## src/rtl/conv_window_reader_pkg.sv

```systemverilog
// Shared parameters and types for the 3x3 convolution window reader.
// Optional WIN_COORD_EN (in the top) adds window top-left coordinate outputs.
package conv_pkg;

  localparam int DATA_W = 8;
  localparam int IMG_W  = 27;
  localparam int IMG_H  = 27;
  localparam int K      = 3;
  localparam int IDX_W  = $clog2(IMG_W);
  localparam int WIN_W  = K * K * DATA_W;

  typedef enum logic [1:0] {IDLE, STREAM, DONE} state_t;

  typedef logic [WIN_W-1:0] window_t;

endpackage

```

## src/rtl/conv_window_reader_line_buffer.sv

```systemverilog
// One-row delay line: DEPTH entries of WIDTH bits, shifting on enable.
// Chained K-1 times by conv_window_reader to provide the older window rows.
module line_buffer #(
  parameter int WIDTH = 8,
  parameter int DEPTH = 27
) (
  input  logic             clk,
  input  logic             en,
  input  logic [WIDTH-1:0] din,
  output logic [WIDTH-1:0] dout
);

  logic [WIDTH-1:0] mem [DEPTH];

  // NOTE: storage has no reset; every entry is rewritten before any window that reads it is emitted.
  always_ff @(posedge clk) begin
    if (en) begin
      mem[0] <= din;
      for (int i = 1; i < DEPTH; i++) mem[i] <= mem[i-1];
    end
  end

  assign dout = mem[DEPTH-1];

endmodule

```

## src/rtl/conv_window_reader.sv

```systemverilog
// Reads a 27x27 feature map from an FWFT buffer and emits every valid 3x3 window.
// Define WIN_COORD_EN to add win_row/win_col (window top-left coordinate) outputs.
module conv_window_reader
  import conv_pkg::*;
(
  input  logic              clk,
  input  logic              rst_n,
  input  logic              start,
  input  logic              in_valid,
  input  logic [DATA_W-1:0] in_feature,
  output logic              rd_en,
  output logic              win_valid,
  input  logic              win_ready,
  output logic [WIN_W-1:0]  win_data,
`ifdef WIN_COORD_EN
  output logic [IDX_W-1:0]  win_row,
  output logic [IDX_W-1:0]  win_col,
`endif
  output logic              busy,
  output logic              frame_done
);

  state_t           state;
  logic [IDX_W-1:0] row;
  logic [IDX_W-1:0] col;
  logic             last_consumed;
  logic             emit;
  window_t          win_sr;
  window_t          next_win;

  // tap[j] is the feature j rows above the current one at the same column.
  logic [DATA_W-1:0] tap [K];

  assign tap[0] = in_feature;

  for (genvar i = 0; i < K - 1; i++) begin : g_lb
    line_buffer #(.WIDTH(DATA_W), .DEPTH(IMG_W)) u_lb (
      .clk  (clk),
      .en   (rd_en),
      .din  (tap[i]),
      .dout (tap[i+1])
    );
  end

  assign rd_en = (state == STREAM) && in_valid && (!win_valid || win_ready) && !last_consumed;
  assign emit  = (row >= IDX_W'(K - 1)) && (col >= IDX_W'(K - 1));

  // NOTE: give every always_comb output a default first so no path can infer a latch.
  always_comb begin
    next_win = '0;
    for (int r = 0; r < K; r++) begin
      for (int c = 0; c < K - 1; c++)
        next_win[(r*K+c)*DATA_W +: DATA_W] = win_sr[(r*K+c+1)*DATA_W +: DATA_W];
      next_win[(r*K+K-1)*DATA_W +: DATA_W] = tap[K-1-r];
    end
  end

  always_ff @(posedge clk) begin
    if (rd_en) win_sr <= next_win;
  end

  // NOTE: sequential state uses non-blocking assignments so all registers update from pre-edge values.
  always_ff @(posedge clk or negedge rst_n) begin
    if (!rst_n) begin
      state         <= IDLE;
      row           <= '0;
      col           <= '0;
      last_consumed <= 1'b0;
      win_valid     <= 1'b0;
      win_data      <= '0;
      busy          <= 1'b0;
      frame_done    <= 1'b0;
`ifdef WIN_COORD_EN
      win_row       <= '0;
      win_col       <= '0;
`endif
    end else begin
      frame_done <= 1'b0;
      if (win_valid && win_ready) win_valid <= 1'b0;
      case (state)
        IDLE: begin
          if (start) begin
            state         <= STREAM;
            busy          <= 1'b1;
            row           <= '0;
            col           <= '0;
            last_consumed <= 1'b0;
          end
        end
        STREAM: begin
          if (rd_en) begin
            if (col == IDX_W'(IMG_W - 1)) begin
              col <= '0;
              row <= row + 1'b1;
              if (row == IDX_W'(IMG_H - 1)) last_consumed <= 1'b1;
            end else begin
              col <= col + 1'b1;
            end
            // A new window overrides the accept-clear above for back-to-back output.
            if (emit) begin
              win_valid <= 1'b1;
              win_data  <= next_win;
`ifdef WIN_COORD_EN
              win_row   <= row - IDX_W'(K - 1);
              win_col   <= col - IDX_W'(K - 1);
`endif
            end
          end
          if (last_consumed && (!win_valid || win_ready)) begin
            state      <= DONE;
            frame_done <= 1'b1;
          end
        end
        DONE: begin
          state <= IDLE;
          busy  <= 1'b0;
        end
        default: state <= IDLE;
      endcase
    end
  end

endmodule
```

## config.mk

```make
export PLATFORM = sky130hd
export DESIGN_NAME = conv_window_reader
export DESIGN_NICKNAME = d
export VERILOG_FILES = /design/src/rtl/conv_window_reader_pkg.sv /design/src/rtl/conv_window_reader_line_buffer.sv /design/src/rtl/conv_window_reader.sv
export SDC_FILE = /design/constraint.sdc
export NUM_CORES = 1
export LEC_CHECK = 0
export ABC_AREA = 1
export BUFFER_PORTS_ARGS = -buffer_cell sky130_fd_sc_hd__clkbuf_2
export CAP_MARGIN = 40
export CORE_MARGIN = 4
export CORE_UTILIZATION = 40
export DETAILED_ROUTE_END_ITERATION = 8
export GPL_ROUTABILITY_DRIVEN = 0
export MAX_ROUTING_LAYER = met4
export SLEW_MARGIN = 20
export SYNTH_ARGS = -nofsm -noshare
export SYNTH_HDL_FRONTEND = slang
export SYNTH_SLANG_ARGS = --single-unit
export TNS_END_PERCENT = 30
```

## constraint.sdc

```tcl
create_clock -name clk -period 12.3 [get_ports clk]
set_input_delay 0.615 -clock clk [delete_from_list [all_inputs] [get_ports clk]]
set_output_delay 0.615 -clock clk [all_outputs]
set_load 0.05 [all_outputs]
```

==> impl_metrics.json <==
{
  "average_cell_area_after_synthesis_um2": 20.1,
  "ioPinCount": 89,
  "num-fill-cells": 3442,
  "route.detailed.wl_per_inst_um": 14.7,
  "cts_tree": "yes",
  "worst_slew_margin_pct": 46.1,
  "cp_max_fo": 84,
  "grt_pass1_vias": 6984,
  "power.static_leakage_uw": 0.00754,
  "ant_nets_after_route": 0,
  "setup_crit_start_kind": "flop",
  "mappedNetlistNets": 868,
  "drc_errors": 0,
  "cts.hold.buffers_added": 0,
  "tightest_slew_ns": 0.808,
  "fin_total_pwr_uw": 5290,
  "hold_path_class": "primary input to async pin",
  "clock_latency_ns": 0.57,
  "post-synth-top-area-cell": "edfxtp_1",
  "ctsHtreeMaxLevel": 2,
  "grt_use_total_pct": 10.3,
  "synth_ff_type": "edfxtp_1",
  "synth_commonest_cells": "edfxtp_1, nand2_1, dfrtp_1, inv_1, o21ai_1",
  "cts-root-to-sink-buffers": 3,
  "setup_tns_ns": 0,
  "detail_route.first_pass.iterations": 4,
  "share_of_the_clock_period_used_by_the_worst_path_after_layout_pct": 32.0,
  "report.final.setup_viol": 0,
  "critical_path.endpoint_type": "flop",
  "global_route_wire_length_before_repair_mm": 37.4,
  "die_x_um": 215,
  "ys_ff_latch": 536,
  "post-cts-setup-buffers": 0,
  "maximum_frequency_from_static_timing_analysis_mhz": 254,
  "vias": 7086,
  "io_buffer_count": 88,
  "num-nets-final": 1005,
  "cap_violations": 0,
  "numCtsBuffers": 52,
  "floorplan.initialDensity_pct": 40.6,
  "clock_sinks": 536,
  "std_cell_rows": 75,
  "worst_ir_drop_vdd_mv": 0.198,
  "antenna_found_initial": 0,
  "cts.reportedPaths.clkPinSlew_ns": 0.06,
  "criticalPathCategory": "flop to flop",
  "grt_remaining_overflow": 0,
  "timing.final.max_slew_violations": 0,
  "synthesis.instances": 851,
  "vias_per_cell": 4.52,
  "setup_repair_after_global_routing_missed_its_margin": "no",
  "place_hpwl_mm": 12.3,
  "post_cts.resized_instances": 0,
  "area_growth_pct": 16.2,
  "critical_path_required_ns": 12.54,
  "power.density_nw_per_um2": 266,
  "synth_enable_flop_cells": 448,
  "synth_top_cells_by_area": "edfxtp_1, dfrtp_1, nand2_1",
  "fp.coreArea_um2": 42100,
  "run_status": "complete, no violations",
  "synth-seq-area-share_pct": 91.5,
  "initialDrtViolationCount": 567,
  "die_h_um": 215,
  "synth_most_common_cell": "edfxtp_1",
  "critical_path_arrival_ns": 4.18,
  "finalWirelength_mm": 23.1,
  "cts-root-buf": "clkbuf_16",
  "final_hold_viol_count": 0,
  "synth.distinct_cells": 25,
  "synth_top_area_share_pct": 78.6,
  "yosys_warnings": 0,
  "netlist_area_um2": 17100,
  "floorplan.die_area_um2": 46200,
  "synth-async-reset-ratio_pct": 16.4,
  "antenna-diode-count": 0,
  "core_utilization_of_the_finished_layout_pct": 47.2,
  "maximum_number_of_pins_on_one_net_before_global_route_repair": 135,
  "worst-r2r-cell-count": 9,
  "drive_above_1_share_pct": 17.3,
  "worst_clock_skew_ns": 0.0105,
  "timing.final.crit_period_ns": 3.94
}
==> state kept, by name, indices dropped and copies added (netlist names) <==
signal and flops:
win_data 72, row 5, win_sr 63, win_valid 1, g_lb.u_lb.mem 385, busy 1, col 5, last_consumed 1
state 2, frame_done 1
==> area by class of cell <==
| class | count | area [um^2] | area share [%] |
|---|---|---|---|
| clock inverter | 13 | 70.1 | 0.352 |
| timing repair buffer | 99 | 618 | 3.11 |
| multi-input combinational | 213 | 1030 | 5.16 |
| clock buffer | 83 | 1510 | 7.59 |
| inverter | 86 | 330 | 1.66 |
| tap | 539 | 674 | 3.39 |
| sequential | 536 | 15700 | 78.7 |
==> metal layers <==
metal | GRT usage, % | part of all wire (%) | up-vias
li1 | - | - | 3357
met1 | 14.4 | 48 | 3515
met2 | 14.0 | 43 | 159
met3 | 3.66 | 6.8 | 55
met4 | 3.63 | 2.8 | 0
met5 | - | 0 | -
==> kinds of logic after synthesis <==
family,share of synthesized area (%)
adders and majority gates,0.292
xor gates and xnor gates,0.102
DFF,91.5
and+or+nand+nor,2.95
AOI/OAI and AO/OA,2.65
buffers and inverters,2.52
==> worst max-delay path, stage by stage (launching register included) <==
cell	delay, ns
dfrtp_1	0.44
nor2_4	0.24
nand3_2	0.17
inv_8	0.31
buf_16	0.36
buf_4	0.45
buf_16	0.29
buf_4	0.50
buf_4	0.44
buf_16	0.32
==> through the flow <==
stage               setup WS, ns  cell area [um^2]  hold WS, ns  cells
global placement            7.31             18200        0.402   1468
global route                7.99             19900       0.0660   1569
floorplan                   5.23             17100        0.319    851
finish                      8.36             19900       0.0454   1569
detailed placement          7.98             18200        0.405   1471
CTS                         8.23             19800       0.0395   1567
==> final timing paths <==
kind                                     from                       to  slack (ns)
worst max register to register       state[1]  g_lb[1].u_lb.mem[0][75]        8.36
worst max-delay path                 state[1]  g_lb[1].u_lb.mem[0][75]        8.36
worst min register to register     win_sr[26]  g_lb[1].u_lb.mem[0][26]        0.41
min in group clk                in_feature[7]   g_lb[0].u_lb.mem[0][7]        0.24
worst min-delay path                    rst_n             win_data[20]        0.05
max in group asynchronous               rst_n             win_data[37]       11.12
==> power breakdown <==
part	total, uW	internal, uW	switching, uW
logic	961	196	765
clock network	1460	838	622
registers	2870	2680	197
==> placed cells by master, fill, tap and decap left out, types with 2 or more instances in the layout <==
cell type,count
a21oi_1,5
buf_16,4
buf_4,7
clkbuf_1,23
clkbuf_16,53
clkbuf_2,87
clkbuf_8,7
clkinv_1,3
clkinv_2,7
clkinvlp_4,2
dfrtp_1,88
edfxtp_1,448
ha_1,4
inv_1,84
nand2_1,91
nand3_1,7
nand4_1,4
nor2_1,9
nor4_1,2
o21ai_0,32
o21ai_1,47
o21ai_2,3
xor2_1,2
(Power assumes the default switching activity.)
